File: src/rtl/rsa_io_pkg.sv
// rtl/rsa_io_pkg.sv - shared types for the RSA CPU byte I/O blocks
package rsa_io_pkg;

    typedef enum logic [1:0] {
        IDLE    = 2'd0,
        CAPTURE = 2'd1,
        DRAIN   = 2'd2,
        DONE    = 2'd3
    } capture_state_t;

    typedef logic [7:0] rsa_byte_t;

endpackage

File: src/rtl/rsa_byte_fifo.sv
// rtl/rsa_byte_fifo.sv - byte FIFO with registered output stage and full/empty/count
module rsa_byte_fifo
    import rsa_io_pkg::*;
#(
    parameter int DEPTH = 16,
    localparam int AW = $clog2(DEPTH),
    localparam int CW = AW + 1
) (
    input  logic            clk,
    input  logic            reset,
    input  logic            clear,
    input  logic            wr_en,
    input  rsa_byte_t       wr_data,
    input  logic            rd_ready,
    output rsa_byte_t       rd_data,
    output logic            rd_valid,
    output logic            full,
    output logic            empty,
    output logic [CW-1:0]   count
);

    rsa_byte_t       mem [DEPTH];
    logic [AW-1:0]   wptr;
    logic [AW-1:0]   rptr;
    logic [CW-1:0]   mem_cnt;
    logic            pop;
    logic            load;

    // Writes always land in the array; the output register is refilled from it,
    // so an empty FIFO never passes a byte straight through in the write cycle.
    assign pop   = rd_valid && rd_ready;
    assign load  = (mem_cnt != '0) && (!rd_valid || pop);
    assign count = mem_cnt + {{(CW-1){1'b0}}, rd_valid};
    assign full  = (count == CW'(DEPTH));
    assign empty = (count == '0);

    // Storage array write port; the array itself needs no reset.
    always_ff @(posedge clk) begin
        if (wr_en) begin
            mem[wptr] <= wr_data;
        end
    end

    // Pointers, occupancy and the registered output stage.
    always_ff @(posedge clk or negedge reset) begin
        if (!reset) begin
            wptr     <= '0;
            rptr     <= '0;
            mem_cnt  <= '0;
            rd_data  <= '0;
            rd_valid <= 1'b0;
        end else if (clear) begin
            wptr     <= '0;
            rptr     <= '0;
            mem_cnt  <= '0;
            rd_data  <= '0;
            rd_valid <= 1'b0;
        end else begin
            if (wr_en) begin
                wptr <= wptr + AW'(1);
            end
            if (load) begin
                rptr    <= rptr + AW'(1);
                rd_data <= mem[rptr];
            end
            case ({wr_en, load})
                2'b10:   mem_cnt <= mem_cnt + CW'(1);
                2'b01:   mem_cnt <= mem_cnt - CW'(1);
                default: mem_cnt <= mem_cnt;
            endcase
            if (load) begin
                rd_valid <= 1'b1;
            end else if (pop) begin
                rd_valid <= 1'b0;
            end
        end
    end

endmodule

File: src/rtl/rsa_out_capture.sv
// rtl/rsa_out_capture.sv - captures CPU output bytes and streams them to the host; optional RSA_CAPTURE_CHECKSUM_EN
module rsa_out_capture
    import rsa_io_pkg::*;
#(
    parameter int DEPTH = 16,
    parameter int CNT_W = 16
) (
    input  logic              clk,
    input  logic              reset,
    input  logic              start,
    input  rsa_byte_t         cpu_byte,
    input  logic              cpu_strobe,
    input  logic              cpu_com,
    input  logic              cpu_end,
    output rsa_byte_t         m_data,
    output logic              m_valid,
    input  logic              m_ready,
    output logic              m_last,
    output logic [CNT_W-1:0]  byte_count,
    output logic              overflow,
    output logic              busy,
    output logic              done
`ifdef RSA_CAPTURE_CHECKSUM_EN
    ,
    output logic [7:0]        checksum
`endif
);

    localparam int CW = $clog2(DEPTH) + 1;

    capture_state_t  state;
    capture_state_t  state_d;
    logic            strobe_q;
    logic            end_q;
    logic            arm;
    logic            qual;
    logic            pop;
    logic            accept;
    logic            end_rise;
    logic            last_pop;
    logic            drain_needed;
    logic            fifo_full;
    logic            fifo_empty;
    logic [CW-1:0]   fifo_count;

    assign arm      = start && ((state == IDLE) || (state == DONE));
    assign qual     = cpu_strobe && !strobe_q && cpu_com && (state == CAPTURE);
    assign pop      = m_valid && m_ready;
    assign accept   = qual && (!fifo_full || pop);
    assign end_rise = cpu_end && !end_q;
    assign last_pop = pop && (fifo_count == CW'(1));
    // Something remains buffered once this cycle's push and pop have settled.
    assign drain_needed = accept || (!fifo_empty && !last_pop);

    assign m_last = m_valid && (state == DRAIN) && (fifo_count == CW'(1));
    assign busy   = (state == CAPTURE) || (state == DRAIN);

    rsa_byte_fifo #(
        .DEPTH (DEPTH)
    ) u_fifo (
        .clk      (clk),
        .reset    (reset),
        .clear    (arm),
        .wr_en    (accept),
        .wr_data  (cpu_byte),
        .rd_ready (m_ready),
        .rd_data  (m_data),
        .rd_valid (m_valid),
        .full     (fifo_full),
        .empty    (fifo_empty),
        .count    (fifo_count)
    );

    // Next-state logic for the capture run.
    always_comb begin
        state_d = state;
        case (state)
            IDLE:    if (arm) state_d = CAPTURE;
            CAPTURE: if (end_rise) state_d = drain_needed ? DRAIN : DONE;
            DRAIN:   if (last_pop) state_d = DONE;
            DONE:    if (arm) state_d = CAPTURE;
            default: state_d = IDLE;
        endcase
    end

    // State register and the one-cycle done pulse on entering DONE.
    always_ff @(posedge clk or negedge reset) begin
        if (!reset) begin
            state <= IDLE;
            done  <= 1'b0;
        end else begin
            state <= state_d;
            done  <= (state_d == DONE) && (state != DONE);
        end
    end

    // Edge-detect registers; arming forgets any strobe seen before the run.
    always_ff @(posedge clk or negedge reset) begin
        if (!reset) begin
            strobe_q <= 1'b0;
            end_q    <= 1'b0;
        end else begin
            strobe_q <= arm ? 1'b0 : cpu_strobe;
            end_q    <= cpu_end;
        end
    end

    // Saturating byte counter and sticky drop flag, both cleared per run.
    always_ff @(posedge clk or negedge reset) begin
        if (!reset) begin
            byte_count <= '0;
            overflow   <= 1'b0;
        end else if (arm) begin
            byte_count <= '0;
            overflow   <= 1'b0;
        end else begin
            if (accept && !(&byte_count)) begin
                byte_count <= byte_count + CNT_W'(1);
            end
            if (qual && !accept) begin
                overflow <= 1'b1;
            end
        end
    end

`ifdef RSA_CAPTURE_CHECKSUM_EN
    // Running XOR of every byte accepted into the FIFO this run.
    always_ff @(posedge clk or negedge reset) begin
        if (!reset) begin
            checksum <= '0;
        end else if (arm) begin
            checksum <= '0;
        end else if (accept) begin
            checksum <= checksum ^ cpu_byte;
        end
    end
`endif

endmodule

File: config.mk
export PLATFORM = sky130hd
export DESIGN_NAME = rsa_out_capture
export DESIGN_NICKNAME = d
export VERILOG_FILES = /design/src/rtl/rsa_io_pkg.sv /design/src/rtl/rsa_byte_fifo.sv /design/src/rtl/rsa_out_capture.sv
export SDC_FILE = /design/constraint.sdc
export NUM_CORES = 1
export LEC_CHECK = 0
export CAP_MARGIN = 20
export CORE_ASPECT_RATIO = 2
export CORE_MARGIN = 5
export CORE_UTILIZATION = 54
export DETAILED_ROUTE_END_ITERATION = 10
export GPL_TIMING_DRIVEN = 1
export PLACE_DENSITY = 0.72
export SLEW_MARGIN = 15
export SYNTH_ARGS = -nofsm -noshare
export SYNTH_HDL_FRONTEND = slang
export SYNTH_SLANG_ARGS = --single-unit
File: constraint.sdc
create_clock -name clk -period 3.2 [get_ports clk]
set_input_delay 0.64 -clock clk [delete_from_list [all_inputs] [get_ports clk]]
set_output_delay 0.64 -clock clk [all_outputs]
set_load 0.02 [all_outputs]
==> results.md <==
- Critical Path Fanout Max: 3
- Deepest clock path buffer count: 2
- CTS tree: done
- R2R Path Start: u_fifo.rd_valid
- Initial core utilization: 54.4%
- Setup TNS Final: 0 ns
- CP endpoint kind: primary output
- Hold_buf cts: 0
- Post-route worst setup slack: 0.134 ns
- Total grt overflow: 0
- Post-Route Utilization: 64.1%
- Std cell rows: 61
- Status: complete, no violations
- Worst Skew: 0.0122 ns
- Port buffer count: 43
- Slew HR: 37.7%
- First-pass GRT wire length: 25000 µm
- Vias: 4480
- Area leader, netlist: edfxtp_1
- Post-layout minimum cycle time: 3.07 ns
- Synth area leaders: edfxtp_1 (51%), dfrtp_1 (15%), mux4_2 (6.6%)
- Final Hold Fails: 0
- Synth cell types: 59
- Die width: 93.4 µm
- Sw frac: 33.3%
- Sequential power share: 38.3%
- Dominant synthesized flop cell: edfxtp_1
- DRT iter0 DRCs: 310
- Power per cell area: 798 mW/mm²
- Worst setup path start: u_fifo.rd_valid
- Post-Synth Adder-Cell Area: 2.33%
- Die area: 0.0165 mm²
- EDFF count, synth: 128
- Cts bufs inserted: 17
- WL final: 15700 µm
- Initial antenna violation count: 0
- Yosys warns: 0
- Setup repair bufs after CTS: 0
- Synth top area share: 51.2%
- Post-route DRC: 0
- DR pass1 iterations: 4
- Avg Synthesized Cell Area: 14.8 µm²
- Final max-slew violation count: 0
- GP Congestion: 0.859
- Mux cell area share after synthesis: 10.0%
- IO Count: 44
- Max Cap Violations: 0
- Layout Cells excl Fill: 771
- Wire length per cell: 20.3 µm
- P_sw: 2350 µW
- Largest family of logic cells by synthesized area: multiplexers
- Synth cell count leaders: edfxtp_1 (128), dfrtp_1 (44), nand2_1 (29)
- Slew @ Worst Pin: 0.933 ns
- Post-placement cell count: 738
- Final layout net count: 598
- N_diodes: 0
- Complex-gate fraction of the synthesized area: 8.12%
- Worst hold path class: in -> async
- Post-Synth Simple-Gate Area: 9.37%
- R2R depth: 13
- Internal Power: 4720 µW
- Synth-to-layout area growth: 18.0%
- Post-DP HPWL: 11200 µm
- CP required: 2.56 ns
- Fmax achieved: 0.326 GHz
- Worst path arrival time: 2.43 ns
- Worst setup SP type: register
- Crit path kind: reg -> out
- Total track usage: 20.4%
- Pre-CTS setup slack: -0.0321 ns
- Clock slew seen by the registers of the worst setup and hold paths: 0.07 ns
- Antenna-violating nets left: 0
- Clock tree sinks: 172
- Synthesized flop and latch total: 172
- Endpoints failing setup: 0
- Asr flop ratio synth: 25.6%
- Largest net degree at the start of global routing: 45
- Clk_lat worst skew: 0.43 ns
- Post-Syn Area: 0.00751 mm²
- Htree depth: 4
- Xor/xnor share of the synthesized area: 2.23%
- Combinational Power Share: 32.1%
- Core ar.: 0.0138 mm²
- Die Ht: 177 µm
- Syn nets: 537
- Via/cell ratio: 5.81
- Most frequent cell after synthesis: edfxtp_1
- Sequential share of the synthesized area: 65.9%
- Maximum VDD drop: 0.000464 V
- Clock root cell: clkbuf_16
- Clk pwr share: 29.5%
- PnR Total Power: 7070 µW
- Cell count after synthesis: 508
- P_leak: 0.00319 µW
- Final Cycle Share: 95.8%
- Layout cell share with drive strength beyond 1: 17.0%
- RSZ-0062 raised after global routing: false
- Vias in the first global route: 4625
-- kinds of logic after synthesis --
kind of cell             Yosys count
adder cells (fa/ha/maj)           14
buffers and inverters             33
multiplexers                      47
AND/OR/NAND/NOR                  130
flip-flops                       172
AO/OA/AOI/OAI                     95
XOR/XNOR                          17
-- path summary, 6_finish.rpt --
| check | end | slack (ns) |
|---|---|---|
| worst max-delay path | m_last | 0.13 |
| min in group clk | overflow | 0.52 |
| max in group asynchronous | u_fifo.rd_valid | 2.63 |
| worst min-delay path | byte_count[9] | 0.08 |
| worst max register to register | u_fifo.mem_cnt[4] | 0.21 |
| worst min register to register | overflow | 0.52 |
-- critical path: stages, from the launching register on --
cell and delay [ns]:
dfrtp_2 0.40, ha_1 0.21, ha_1 0.31, or3_1 0.40, o31a_2 0.16, nor3_4 0.17
dlygate4sd2_1 0.35
-- area by class of cell --
class                   instances  area [µm²]
well taps                     189         236
inverters                       9        33.8
clock inverters                15         185
flip-flops and latches        172        4950
repair buffers                 66         622
multi-input cells             303        2410
clock buffers                  17         425
fillers                       986        4950
-- per-stage QoR --
step / area, µm² / hold WS [ns]
after floorplan: 7510 / 0.344
after global placement: 8230 / 0.515
after detailed placement: 8230 / 0.514
after CTS: 8840 / 0.416
after global routing: 8860 / 0.0807
final: 8860 / 0.0789
-- routing by layer --
| layer | vias to the layer above | share of wire (%) | track usage (%) |
|---|---|---|---|
| li1 | 2082 | - | - |
| met1 | 2262 | 36 | 21.3 |
| met2 | 107 | 58 | 38.7 |
| met3 | 29 | 2.9 | 3.79 |
| met4 | 0 | 2.8 | 8.69 |
| met5 | - | 0 | 0 |
-- power groups by stage --
stage / registers, µW / logic, µW / clock network, µW
detailed placement: 2760 / 2270 / 0
floorplan: 2780 / 1510 / 0
global placement: 2760 / 2240 / 0
finish: 2710 / 2270 / 2090
global route: 2740 / 2460 / 2220
CTS: 2710 / 2280 / 2120
-- cell usage in the layout, fill, tap and decap left out, types with 14 or more instances in the layout --
cell type | synthesis | routed
a21oi_1 | 27 | 27
buf_4 | 3 | 21
clkbuf_16 | 0 | 17
clkdlybuf4s50_1 | 0 | 41
dfrtp_1 | 44 | 42
edfxtp_1 | 128 | 128
ha_1 | 14 | 14
mux2i_1 | 19 | 19
mux4_2 | 22 | 22
nand2_1 | 29 | 29
nor2_1 | 26 | 26
o21ai_0 | 26 | 26
-- what timing repair did --
| item | in CTS | in global routing |
|---|---|---|
| pin swaps | 0 | 0 |
| setup endpoints to repair | 1 | 1 |
| resized for setup | 1 | 1 |
-- registers in the layout, summed over array words and instances (netlist names), 2 cells and up --
name,count
u_fifo.wptr,4
u_fifo.rptr,4
state,2
u_fifo.mem_cnt,5
u_fifo.rd_data,8
u_fifo.mem,128
byte_count,16
Power figures use the tool's default switching activity.
